### src/rtl/decoder_scan_driver_pkg.sv
// Shared types and constants for the 3-to-8 decoder scan driver.
package decoder_scan_driver_pkg;

  typedef enum logic [1:0] {
    ST_IDLE  = 2'b00,
    ST_SCAN  = 2'b01,
    ST_BLANK = 2'b10
  } state_t;

  localparam int unsigned SEL_W = 3;

  // Enable triples ordered {G, G_2A_n, G_2B_n}
  localparam logic [2:0] EN_ACTIVE   = 3'b100;
  localparam logic [2:0] EN_INACTIVE = 3'b011;

  function automatic logic [SEL_W-1:0] sel_advance(input logic [SEL_W-1:0] s,
                                                   input logic [SEL_W-1:0] last);
    return (s == last) ? '0 : s + 1'b1;
  endfunction

endpackage

### src/rtl/decoder_scan_driver_scan_prescaler.sv
// Count-to-MAX counter with synchronous clear and terminal-count flag.
module scan_prescaler #(
  parameter int unsigned WIDTH = 16,
  parameter int unsigned MAX   = 3
) (
  input  logic clk,
  input  logic rst,
  input  logic i_clr,
  input  logic i_en,
  output logic o_tc
);

  localparam logic [WIDTH-1:0] MAX_V = WIDTH'(MAX);

  logic [WIDTH-1:0] r_count;

  always_ff @(posedge clk or posedge rst) begin
    if (rst) begin
      r_count <= '0;
    end else if (i_clr) begin
      r_count <= '0;
    end else if (i_en) begin
      r_count <= (r_count == MAX_V) ? '0 : r_count + 1'b1;
    end
  end

  assign o_tc = i_en && (r_count == MAX_V);

endmodule

### src/rtl/decoder_scan_driver.sv
// Scan select generator for a 74x138-style decoder with dwell and blanking.
// Optional SCAN_STEP_EN adds a step input for manual advance while idle.
module decoder_scan_driver
  import decoder_scan_driver_pkg::*;
#(
  parameter int unsigned DIV_WIDTH    = 16,
  parameter int unsigned DIV_MAX      = 3,
  parameter int unsigned BLANK_CYCLES = 1,
  parameter int unsigned LAST_INDEX   = 7
) (
  input  logic             clk,
  input  logic             rst,
  input  logic             run,
`ifdef SCAN_STEP_EN
  input  logic             step,
`endif
  output logic [SEL_W-1:0] sel,
  output logic             g1,
  output logic             g2a_n,
  output logic             g2b_n,
  output logic             frame_done
);

  localparam logic [SEL_W-1:0] LAST_V = SEL_W'(LAST_INDEX);

  state_t           r_state;
  logic [SEL_W-1:0] r_sel;
  logic [2:0]       r_en;
  logic             r_fd;

  state_t           w_next_state;
  logic [SEL_W-1:0] w_next_sel;
  logic [2:0]       w_next_en;
  logic             w_next_fd;
  logic             w_pre_clr;
  logic             w_pre_tc;
  logic             w_blk_clr;
  logic             w_blk_tc;

  scan_prescaler #(
    .WIDTH (DIV_WIDTH),
    .MAX   (DIV_MAX)
  ) u_dwell (
    .clk   (clk),
    .rst   (rst),
    .i_clr (w_pre_clr),
    .i_en  (r_state == ST_SCAN),
    .o_tc  (w_pre_tc)
  );

  scan_prescaler #(
    .WIDTH (4),
    .MAX   (BLANK_CYCLES - 1)
  ) u_blank (
    .clk   (clk),
    .rst   (rst),
    .i_clr (w_blk_clr),
    .i_en  (r_state == ST_BLANK),
    .o_tc  (w_blk_tc)
  );

  always_comb begin
    w_next_state = r_state;
    w_next_sel   = r_sel;
    w_next_fd    = 1'b0;
    w_pre_clr    = 1'b1;
    w_blk_clr    = 1'b1;
    unique case (r_state)
      ST_IDLE: begin
        if (run) begin
          w_next_state = ST_SCAN;
          w_next_sel   = '0;
        end
`ifdef SCAN_STEP_EN
        else if (step) begin
          w_next_sel = sel_advance(r_sel, LAST_V);
          w_next_fd  = (r_sel == LAST_V);
        end
`endif
      end
      ST_SCAN: begin
        if (!run) begin
          w_next_state = ST_IDLE;
        end else begin
          w_pre_clr = w_pre_tc;
          if (w_pre_tc) w_next_state = ST_BLANK;
        end
      end
      ST_BLANK: begin
        // run low takes priority over a completing gap: sel must not advance
        if (!run) begin
          w_next_state = ST_IDLE;
        end else begin
          w_blk_clr = w_blk_tc;
          if (w_blk_tc) begin
            w_next_state = ST_SCAN;
            w_next_sel   = sel_advance(r_sel, LAST_V);
            w_next_fd    = (r_sel == LAST_V);
          end
        end
      end
      default: w_next_state = ST_IDLE;
    endcase

`ifdef SCAN_STEP_EN
    w_next_en = (w_next_state == ST_BLANK) ? EN_INACTIVE : EN_ACTIVE;
`else
    w_next_en = (w_next_state == ST_SCAN) ? EN_ACTIVE : EN_INACTIVE;
`endif
  end

  always_ff @(posedge clk or posedge rst) begin
    if (rst) begin
      r_state <= ST_IDLE;
      r_sel   <= '0;
      r_en    <= EN_INACTIVE;
      r_fd    <= 1'b0;
    end else begin
      r_state <= w_next_state;
      r_sel   <= w_next_sel;
      r_en    <= w_next_en;
      r_fd    <= w_next_fd;
    end
  end

  assign sel                 = r_sel;
  assign {g1, g2a_n, g2b_n}  = r_en;
  assign frame_done          = r_fd;

endmodule

### config.mk
export PLATFORM = sky130hd
export DESIGN_NAME = decoder_scan_driver
export DESIGN_NICKNAME = d
export VERILOG_FILES = /design/src/rtl/decoder_scan_driver_pkg.sv /design/src/rtl/decoder_scan_driver_scan_prescaler.sv /design/src/rtl/decoder_scan_driver.sv
export SDC_FILE = /design/constraint.sdc
export NUM_CORES = 1
export LEC_CHECK = 0
export BUFFER_PORTS_ARGS = -buffer_cell sky130_fd_sc_hd__buf_2
export CAP_MARGIN = 5
export CORE_MARGIN = 2
export CORE_UTILIZATION = 58
export DETAILED_ROUTE_END_ITERATION = 8
export HOLD_SLACK_MARGIN = 0.15
export PLACE_DENSITY = 0.77
export RECOVER_POWER = 50
export SYNTH_ARGS = -nofsm -noshare
export SYNTH_HDL_FRONTEND = slang
export SYNTH_SLANG_ARGS = --single-unit
### constraint.sdc
create_clock -name clk -period 2.3 [get_ports clk]
set_clock_uncertainty 0.05 [all_clocks]
set_input_delay 0.575 -clock clk [delete_from_list [all_inputs] [get_ports clk]]
set_output_delay 0.575 -clock clk [all_outputs]
set_load 0.02 [all_outputs]
==> flow_summary.yaml <==
run_status:
  status: "completed"
routing:
  routed_wl_um: 2140
  drt_iter0_drc: 8
  route.antenna.remaining_nets: 0
  drc: 0
  drt-vias-per-instance: 5.374
  post_drt_wl_per_cell_um: 12.30
  vias: 935
  drt-pass1-iter-count: 4
clock_network:
  postCtsHoldBufs: 0
  cts_max_level: 1
  cts_resized: 0
  clock_tree.buffer_depth: 2
  clock_sinks: 28
  cts_tree: "built"
  cts_root_buffer: "clkbuf_4"
  clock_latency_ns: 0.32
  cts_buffers: 3
  cts_setup_buffers: 0
  path_clk_slew_ns: 0.15
timing:
  min_period_ns: 1.918
  period_share_pct: 83.40
  rsz0062_at_grt: "no"
  fmax_ghz: 0.5213
  finalSetupViolations: 0
  drv_slew: 0
  slew_headroom_pct: 44.96
  tightest_slew_ns: 0.8257
  hold_viol: 0
  setup_tns_ns: 0
layout:
  finish.utilization_pct: 66.31
  fill_cells: 188
  drive_above_1_share_pct: 11.64
  area_growth_syn_to_layout_pct: 9.528
  num-nets-final: 155
  antenna_cells: 0
global_routing:
  antenna_found_initial: 0
  overflow: 0
  track_usage_pct: 19.22
  grt_max_degree: 20
  grt_pass1_vias: 964
  grt_pass1_wl_um: 3912
critical_path:
  cp_max_fo: 7
  required_ns: 2.52
  cp-start-kind: "flop"
  crit_path_end_kind: "flop"
  critical_path_class: "reg -> reg"
  worstPathArrival_ns: 2.14
placed_design:
  io_buffers: 9
  routabilityCongestion: 0.8456
  dpl.hpwl_um: 1557
power_and_ir_drop:
  vdd_ir_drop_max_v: 0.0003766
  cellPowerDensity_nw_per_um2: 612.8
  p_total_uw: 890.1
  p_leak_nw: 0.6456
synth:
  syn_area_per_cell_um2: 9.898
  ys_seq_area_share_pct: 52.92
  synth_top_area_share_pct: 50.94
  ys_ff_latch: 28
  synth.distinct_cells: 28
  syn-num-nets: 142
  syn_area_um2: 1326
  yosysTopAreaCell: "dfrtp_1"
  ys_warn_count: 0
  syn_inst: 134
  synth_area_leaders: "dfrtp_1, xnor2_1, nor2_1"
job:
  cap_violations: 0
die:
  num_rows: 17
  io_pins: 10
  die_x_um: 51.82
  core_region_area_um2: 2191
  start_util_pct: 60.54
  die_area_um2: 2685
  die_h_um: 51.82
hold_path:
  min_path_type: "in -> async"
==> worst max-delay path: stages (launching register included) <==
cell and delay [ns]:
dfrtp_1 0.44, inv_1 0.07, ha_1 0.14, or3b_2 0.47, a21oi_1 0.39, inv_1 0.13
and2_1 0.18
==> layer usage <==
layer  wire length, µm  up-vias  global-route usage [%]
met3                48        2                   2.586
met2              1132       12                   35.23
met4                17        0                   8.333
li1                  -      471                       -
met1               941      450                   22.07
met5                 0        -                       0
==> flip-flops by register name, indices dropped and copies added (netlist names) <==
signal / cells
r_state: 2
r_en: 2
u_dwell.r_count: 16
sel: 3
frame_done: 1
u_blank.r_count: 4
==> cell usage in the layout (no fill, tap or decap), drive strengths merged, types with 3 or more instances in the layout <==
master / instances
dfrtp: 27
nor2: 24
inv: 12
xnor2: 12
nand3: 12
buf: 9
nor4: 7
nand2: 6
ha: 5
clkbuf: 5
nand4: 4
xor2: 3
o21ai: 3
==> cell usage after synthesis <==
cell / instances
a21oi_1: 2
nand3_1: 12
nor2b_1: 1
xnor2_1: 12
or2_0: 1
dfstp_2: 1
nand4_4: 1
dfrtp_1: 27
nor4_1: 7
or3b_2: 1
ha_1: 5
or4_1: 1
buf_2: 1
nand2b_1: 1
nand2_1: 6
and3_2: 1
nand4_1: 3
nor2_1: 24
o21ai_0: 3
inv_1: 12
xor2_1: 3
nor3b_1: 1
o31ai_1: 2
clkbuf_1: 1
and3_1: 1
buf_4: 1
nor3_1: 2
and2_1: 1
==> stage by stage <==
step / instance area [µm²] / setup slack [ns] / hold WS [ns] / std cells
after detailed placement: 1405 / 0.3909 / 0.4266 / 170
after global routing: 1453 / 0.2559 / 0.2127 / 174
final: 1453 / 0.3818 / 0.1836 / 174
after floorplan: 1326 / 0.5601 / 0.4033 / 134
after CTS: 1458 / 0.3871 / 0.1858 / 174
after global placement: 1405 / 0.4802 / 0.4153 / 170
==> final timing paths <==
path	start	cells after the start	end	slack (ns)
setup / recovery	u_blank.r_count[0]	6	r_en[1]	0.38
hold / removal	rst	2	sel[2]	0.18
setup reg to reg	u_blank.r_count[0]	6	r_en[1]	0.38
hold reg to reg	u_dwell.r_count[0]	1	u_dwell.r_count[0]	0.44
max in group asynchronous	rst	3	u_dwell.r_count[8]	0.93
min in group clk	u_dwell.r_count[0]	1	u_dwell.r_count[0]	0.44
==> report_power, final <==
part	switching [mW]	internal (mW)	total [mW]	leakage [nW]
Combinational	0.0448	0.0175	0.0623	0.235
Clock	0.139	0.176	0.316	0.0279
Sequential	0.00662	0.506	0.512	0.383
==> cells by family after synthesis <==
logic type / share of synthesized area (%)
AOI/OAI and AO/OA: 3.018
and+or+nand+nor: 24.81
adders and majority gates: 4.717
DFF: 52.93
xor gates and xnor gates: 9.906
buffers and inverters: 4.622
==> layout make-up <==
type                            instances  area [µm²]  area share [%]
Clock buffer                            3       22.52           1.550
Clock inverter                          1       30.03           2.067
Inverter                               12       45.04           3.101
Multi-Input combinational cell         91       563.0           38.76
Sequential cell                        28       701.9           48.32
Tap cell                               28       35.03           2.412
Timing Repair Buffer                   11       55.05           3.790
(Power assumes the default switching activity.)
